[src/rtl/gen_proto_pkg.sv]
// Shared definitions for generator-protocol blocks: caller FSM states and
// the default data width.
package gen_proto_pkg;

  localparam int DATA_W_DEF = 32;

  typedef enum logic [2:0] {
    ST_IDLE   = 3'd0,
    ST_LAUNCH = 3'd1,
    ST_DRAIN  = 3'd2,
    ST_EMIT   = 3'd3,
    ST_FINISH = 3'd4
  } gen_state_e;

endpackage

[src/rtl/gen_ready_throttle.sv]
// Backpressure pattern generator: ready is high one cycle in every THROTTLE+1
// while enabled, and the first enabled cycle after a restart is always ready.
module gen_ready_throttle #(
  parameter int THROTTLE = 0
) (
  input  logic clk,
  input  logic rst_n,
  input  logic enable,
  input  logic restart,
  output logic ready
);

  localparam int CW = (THROTTLE > 0) ? $clog2(THROTTLE + 1) : 1;
  localparam logic [CW-1:0] LAST = CW'(THROTTLE);

  logic [CW-1:0] cnt_q, cnt_d;

  always_comb begin
    cnt_d = cnt_q;
    if (restart) begin
      cnt_d = '0;
    end else if (enable) begin
      cnt_d = (cnt_q == LAST) ? '0 : cnt_q + CW'(1);
    end
  end

  always_ff @(posedge clk or negedge rst_n) begin
    if (!rst_n) begin
      cnt_q <= '0;
    end else begin
      cnt_q <= cnt_d;
    end
  end

  assign ready = enable && (cnt_q == '0);

endmodule

[src/rtl/hrange_sum_caller.sv]
// Caller-side generator block: launches a child range generator, sums and
// counts its yields, then yields the single (sum, count) tuple upward.
module hrange_sum_caller
  import gen_proto_pkg::*;
#(
  parameter int DATA_W   = DATA_W_DEF,
  parameter int THROTTLE = 0
) (
  input  logic              _clock,
  input  logic              _reset_n,
  input  logic [DATA_W-1:0] base,
  input  logic [DATA_W-1:0] limit,
  input  logic [DATA_W-1:0] step,
  input  logic              _start,
  input  logic              _ready,
  output logic              _valid,
  output logic              _done,
  output logic [DATA_W-1:0] _0,
  output logic [DATA_W-1:0] _1,
  output logic              _inner_start,
  output logic [DATA_W-1:0] _inner_base,
  output logic [DATA_W-1:0] _inner_limit,
  output logic [DATA_W-1:0] _inner_step,
  output logic              _inner_ready,
  input  logic              _inner_valid,
  input  logic [DATA_W-1:0] _inner_0,
  input  logic              _inner_done,
  output logic [2:0]        dbg_state
);

  // Handshakes (both sides): a transfer happens at a clock edge where valid
  // and ready are both high; valid holds its data stable until that edge.

  gen_state_e        state_q, state_d;
  logic [DATA_W-1:0] base_q, base_d;
  logic [DATA_W-1:0] limit_q, limit_d;
  logic [DATA_W-1:0] step_q, step_d;
  logic [DATA_W-1:0] acc_q, acc_d;
  logic [DATA_W-1:0] cnt_q, cnt_d;

  logic drain_en;
  logic launch;
  logic xfer;

  assign drain_en = (state_q == ST_DRAIN);
  assign launch   = (state_q == ST_LAUNCH);
  assign xfer     = drain_en && _inner_valid && _inner_ready;

  gen_ready_throttle #(
    .THROTTLE (THROTTLE)
  ) u_throttle (
    .clk     (_clock),
    .rst_n   (_reset_n),
    .enable  (drain_en),
    .restart (launch),
    .ready   (_inner_ready)
  );

  always_comb begin
    state_d = state_q;
    base_d  = base_q;
    limit_d = limit_q;
    step_d  = step_q;
    acc_d   = acc_q;
    cnt_d   = cnt_q;
    // A new start aborts whatever is in flight, including a pending result.
    if (_start) begin
      state_d = ST_LAUNCH;
      base_d  = base;
      limit_d = limit;
      step_d  = step;
      acc_d   = '0;
      cnt_d   = '0;
    end else begin
      unique case (state_q)
        ST_IDLE:   state_d = ST_IDLE;
        ST_LAUNCH: state_d = ST_DRAIN;
        ST_DRAIN: begin
          if (xfer) begin
            acc_d = acc_q + _inner_0;
            cnt_d = cnt_q + DATA_W'(1);
          end
          if (_inner_done) begin
            state_d = ST_EMIT;
          end
        end
        ST_EMIT: begin
          if (_ready) begin
            state_d = ST_FINISH;
          end
        end
        ST_FINISH: state_d = ST_IDLE;
        default:   state_d = ST_IDLE;
      endcase
    end
  end

  always_ff @(posedge _clock or negedge _reset_n) begin
    if (!_reset_n) begin
      state_q <= ST_IDLE;
      base_q  <= '0;
      limit_q <= '0;
      step_q  <= '0;
      acc_q   <= '0;
      cnt_q   <= '0;
    end else begin
      state_q <= state_d;
      base_q  <= base_d;
      limit_q <= limit_d;
      step_q  <= step_d;
      acc_q   <= acc_d;
      cnt_q   <= cnt_d;
    end
  end

  assign _valid       = (state_q == ST_EMIT);
  assign _done        = (state_q == ST_FINISH);
  assign _inner_start = launch;
  assign _inner_base  = base_q;
  assign _inner_limit = limit_q;
  assign _inner_step  = step_q;
  assign _0           = acc_q;
  assign _1           = cnt_q;
  assign dbg_state    = state_q;

endmodule

[config.mk]
export PLATFORM = sky130hd
export DESIGN_NAME = hrange_sum_caller
export DESIGN_NICKNAME = d
export VERILOG_FILES = /design/src/rtl/gen_proto_pkg.sv /design/src/rtl/gen_ready_throttle.sv /design/src/rtl/hrange_sum_caller.sv
export SDC_FILE = /design/constraint.sdc
export NUM_CORES = 1
export LEC_CHECK = 0
export ABC_AREA = 0
export CORE_MARGIN = 2
export CORE_UTILIZATION = 45
export DETAILED_ROUTE_END_ITERATION = 8
export PLACE_DENSITY = 0.91
export RECOVER_POWER = 25
export SLEW_MARGIN = 10
export SYNTH_ARGS = -nofsm -noshare
export SYNTH_HDL_FRONTEND = slang
export SYNTH_HIERARCHICAL = 1
export SYNTH_SLANG_ARGS = --single-unit
[constraint.sdc]
create_clock -name _clock -period 3.4 [get_ports _clock]
set_input_delay 0.68 -clock _clock [delete_from_list [all_inputs] [get_ports _clock]]
set_output_delay 0.68 -clock _clock [all_outputs]
set_load 0.005 [all_outputs]
==> results of run 1 <==
worst reg2reg max path: cells and delay by family, from the launching register on:
family          cells  cell delay, ps
fa+ha+maj           2             560
buf+inv             1              60
flops               1             370
compound gates      4             860
simple gates        3             800
cell type report:
| cell class | count | area (µm²) |
|---|---|---|
| diodes | 4 | 10.0 |
| multi-input cells | 566 | 4100 |
| clock inverters | 14 | 170 |
| clock buffers | 18 | 429 |
| flip-flops and latches | 163 | 4080 |
| fillers | 1363 | 5770 |
| inverters | 11 | 41.3 |
| well taps | 229 | 287 |
| repair buffers | 325 | 3210 |
synth_stat cells, drive strengths merged (2+ instances only):
library cell	instances
o311ai	3
or3	14
nand2	61
o2111ai	3
nand3	28
a21boi	4
a311oi	3
xnor2	15
or2	2
a31o	2
a31oi	8
clkbuf	30
xor2	25
a211oi	5
a21oi	58
nor4	2
o31ai	3
o211ai	8
and3	11
nand3b	10
buf	6
nand4	16
dfrtp	163
nor3	16
nor2b	4
and2	4
o21ai	27
nand2b	4
mux2	97
nor2	60
a211o	6
ha	32
inv	11
and4	4
o21a	4
or4	2
a21o	11
nor3b	5
report_power, final:
part	internal (mW)	switching, mW
clock	1.11	0.881
sequential	2.06	0.0744
combinational	0.494	0.293
per-stage QoR:
stage               setup TNS [ps]  utilization  cell area (µm²)  hold WS [ps]
floorplan                        0            -             8360           384
global placement             -20.6        0.648            11700           487
detailed placement            -139        0.648            11700           495
CTS                              0        0.681            12300           315
global route                     0        0.681            12300           527
finish                           0        0.681            12300           509
layer usage:
metal / track usage / vias to the layer above / part of all wire
li1: - / 3425 / -
met1: 0.312 / 3606 / 0.38
met2: 0.448 / 331 / 0.49
met3: 0.0916 / 53 / 0.091
met4: 0.115 / 0 / 0.034
met5: 0 / - / 0
logic make-up (layout without fill, tap and decap cells):
family,Yosys count,in the layout,share of synthesized area
xor gates and xnor gates,40,40,0.0419
muxes,97,97,0.131
adders and majority gates,33,33,0.0503
other,0,4,0
DFF,163,163,0.488
buffers and inverters,47,368,0.0220
and+or+nand+nor,244,244,0.152
AOI/OAI and AO/OA,152,152,0.116
state kept, by name, summed over array words and instances (netlist names):
name and flops:
_1 32, _0 32, dbg_state 3, _inner_base 32, _inner_step 32, _inner_limit 32
worst max-delay path by stage:
stage	from	endpoint	slack [ps]	cells past startpoint
2_1_floorplan	_inner_0[0]	_0[30]	530	10
3_3_place_gp	_inner_0[0]	_0[30]	-20	11
3_5_place_dp	_inner_0[0]	_0[30]	-140	11
4_1_cts	_inner_0[0]	_0[30]	320	11
5_1_grt	_inner_0[0]	_0[30]	100	11
6_report	_inner_0[0]	_0[30]	310	11
==> results by group, run 1 <==
Logic synthesis
  – Cells after Synth: 776
  – Fraction of registers with async set/reset: 1.00
  – Most used DFF post-synth: dfrtp_1
  – Synth top area share: 0.488
  – Synth Net Count: 943
  – Synth Register Bits: 163
  – Number of synthesized flops with an enable pin: 0
  – Syn avg cell area: 10.8 µm²
  – Most area-hungry cell type in the Yosys netlist: dfrtp_1
  – Area contributors post-synth: dfrtp_1 (49%), mux2_2 (13%), ha_1 (4.8%), a21oi_1 (3.4%), nand2_1 (2.7%)
  – Number of library cell types mapped by synthesis: 59
  – Syn Std Cell Area: 8360 µm²
  – Synthesis Warnings: 6
  – Seq/Total Area, Yosys: 0.488

Flow run
  – Max_cap viols: 1

Worst setup path
  – Max incr delay on CP: 510 ps
  – Arr. time, crit path: 3410 ps
  – Kind of end point of the critical path: flip-flop
  – Worst r2r src: _0[0]
  – Crit path buf inv count: 2
  – Critical Path Start Type: primary input
  – Crit path max fanout: 5
  – Delay-heaviest family, CP: compound AO/OA/AOI/OAI gates
  – R2R depth: 10
  – Reg2reg end: _0[30]
  – Critical path, cell by cell: clkdlybuf4s50_1 -> ha_1 -> inv_1 -> fa_1 -> and2b_1 -> o211ai_1 -> a21boi_2 -> o2111a_1 -> nor3_1 -> or4_1 -> a311oi_1
  – Reg2reg setup slack: 640 ps
  – CP max stage cell: or4_1
  – WS Path Type: in2reg
  – Required @ worst endpoint: 3720 ps

Timing
  – Tmin final: 3090 ps
  – Worst-Margin Slew: 2030 ps
  – Rel. slew slack: -0.356
  – Final Cycle Share: 0.908
  – Fmax: 324 MHz
  – Pins over their slew limit: 76
  – Final hold vios: 0
  – Finish-stage setup viols: 0
  – RSZ-0062 raised after global routing: no
  – Final Skew: 9.34 ps
  – Slack of the critical path: 314 ps

Cells and area
  – Most frequent cells in the layout: clkdlybuf4s50_1 (298), dfrtp_1 (163), mux2_2 (97)
  – Commonest non-fill, non-tap cell in the layout: clkdlybuf4s50_1
  – Non-filler cells, final: 1330
  – Nets: 1251
  – Area grow syn2layout: 47.4%
  – Layout cells sized above 1: 0.153

Global route
  – Initial antenna violation count: 3
  – Number of global-route vias before repair: 7744
  – GRT Total Usage: 0.267
  – Global-route wire length before repair: 41.2 mm
  – Pin count of the biggest net entering global routing: 104
  – GRT overflow: 0

Clock tree
  – Post-CTS sizing: 0
  – CTS root buf: clkbuf_16
  – Worst-Skew Late Latency: 430 ps
  – H-tree Lvls: 4
  – Hold_buf cts: 0
  – CTS Buf Count: 17
  – Clock transition at path regs: 70 ps
  – CTS tree: done
  – Postcts setup bufs: 0
  – CTS Sinks: 163
  – CTS max path bufs: 2

Placement
  – Placed Instances: 1294
  – IO buf count: 300
  – RePlAce Congestion: 0.902
  – Placement Setup Slack: -139 ps
  – DP HPWL: 18.9 mm

Drt
  – DRC: 0
  – Via count: 7415
  – DRT Pass-1 Iters: 5
  – Drt via density: 5.58
  – Avg WL per Cell: 19.6 µm
  – Initial drt markers: 410
  – Detail Route Antenna Nets: 0
  – Drt total wl: 26.1 mm

Hold path
  – Hold Path Origin: _inner_base[14]
  – Worst hold path type: reg2reg
  – WHS Endpoint: _inner_base[14]
  – Hold depth: 1

Power
  – Total power: 4.91 mW
  – Worst vdd ir: 0.344 mV
  – Leak pwr: 5.19 nW
  – Power density over the cells: 399 nW/µm²

Floorplanning
  – # rows: 49
  – Die Ht: 140 µm
  – Ports: 301
  – Core area: 18100 µm²
  – Starting Density: 0.462
  – Die area: 19700 µm²
  – Die width: 140 µm

Outcome
  – Status: finished with violations
  – Violated checks: max-capacitance violations, max-slew violations
Power figures use the tool's default switching activity.
==> run 2, diff against run 1 <==
--- a/config.mk
+++ b/config.mk
@@ -6,6 +6,7 @@
 export NUM_CORES = 1
 export LEC_CHECK = 0
 export ABC_AREA = 0
+export CAP_MARGIN = 20
 export CORE_MARGIN = 2
 export CORE_UTILIZATION = 45
 export DETAILED_ROUTE_END_ITERATION = 8
==> results of run 2 <==
No change in the layout: final DEF, timing and power equal those of run 1.
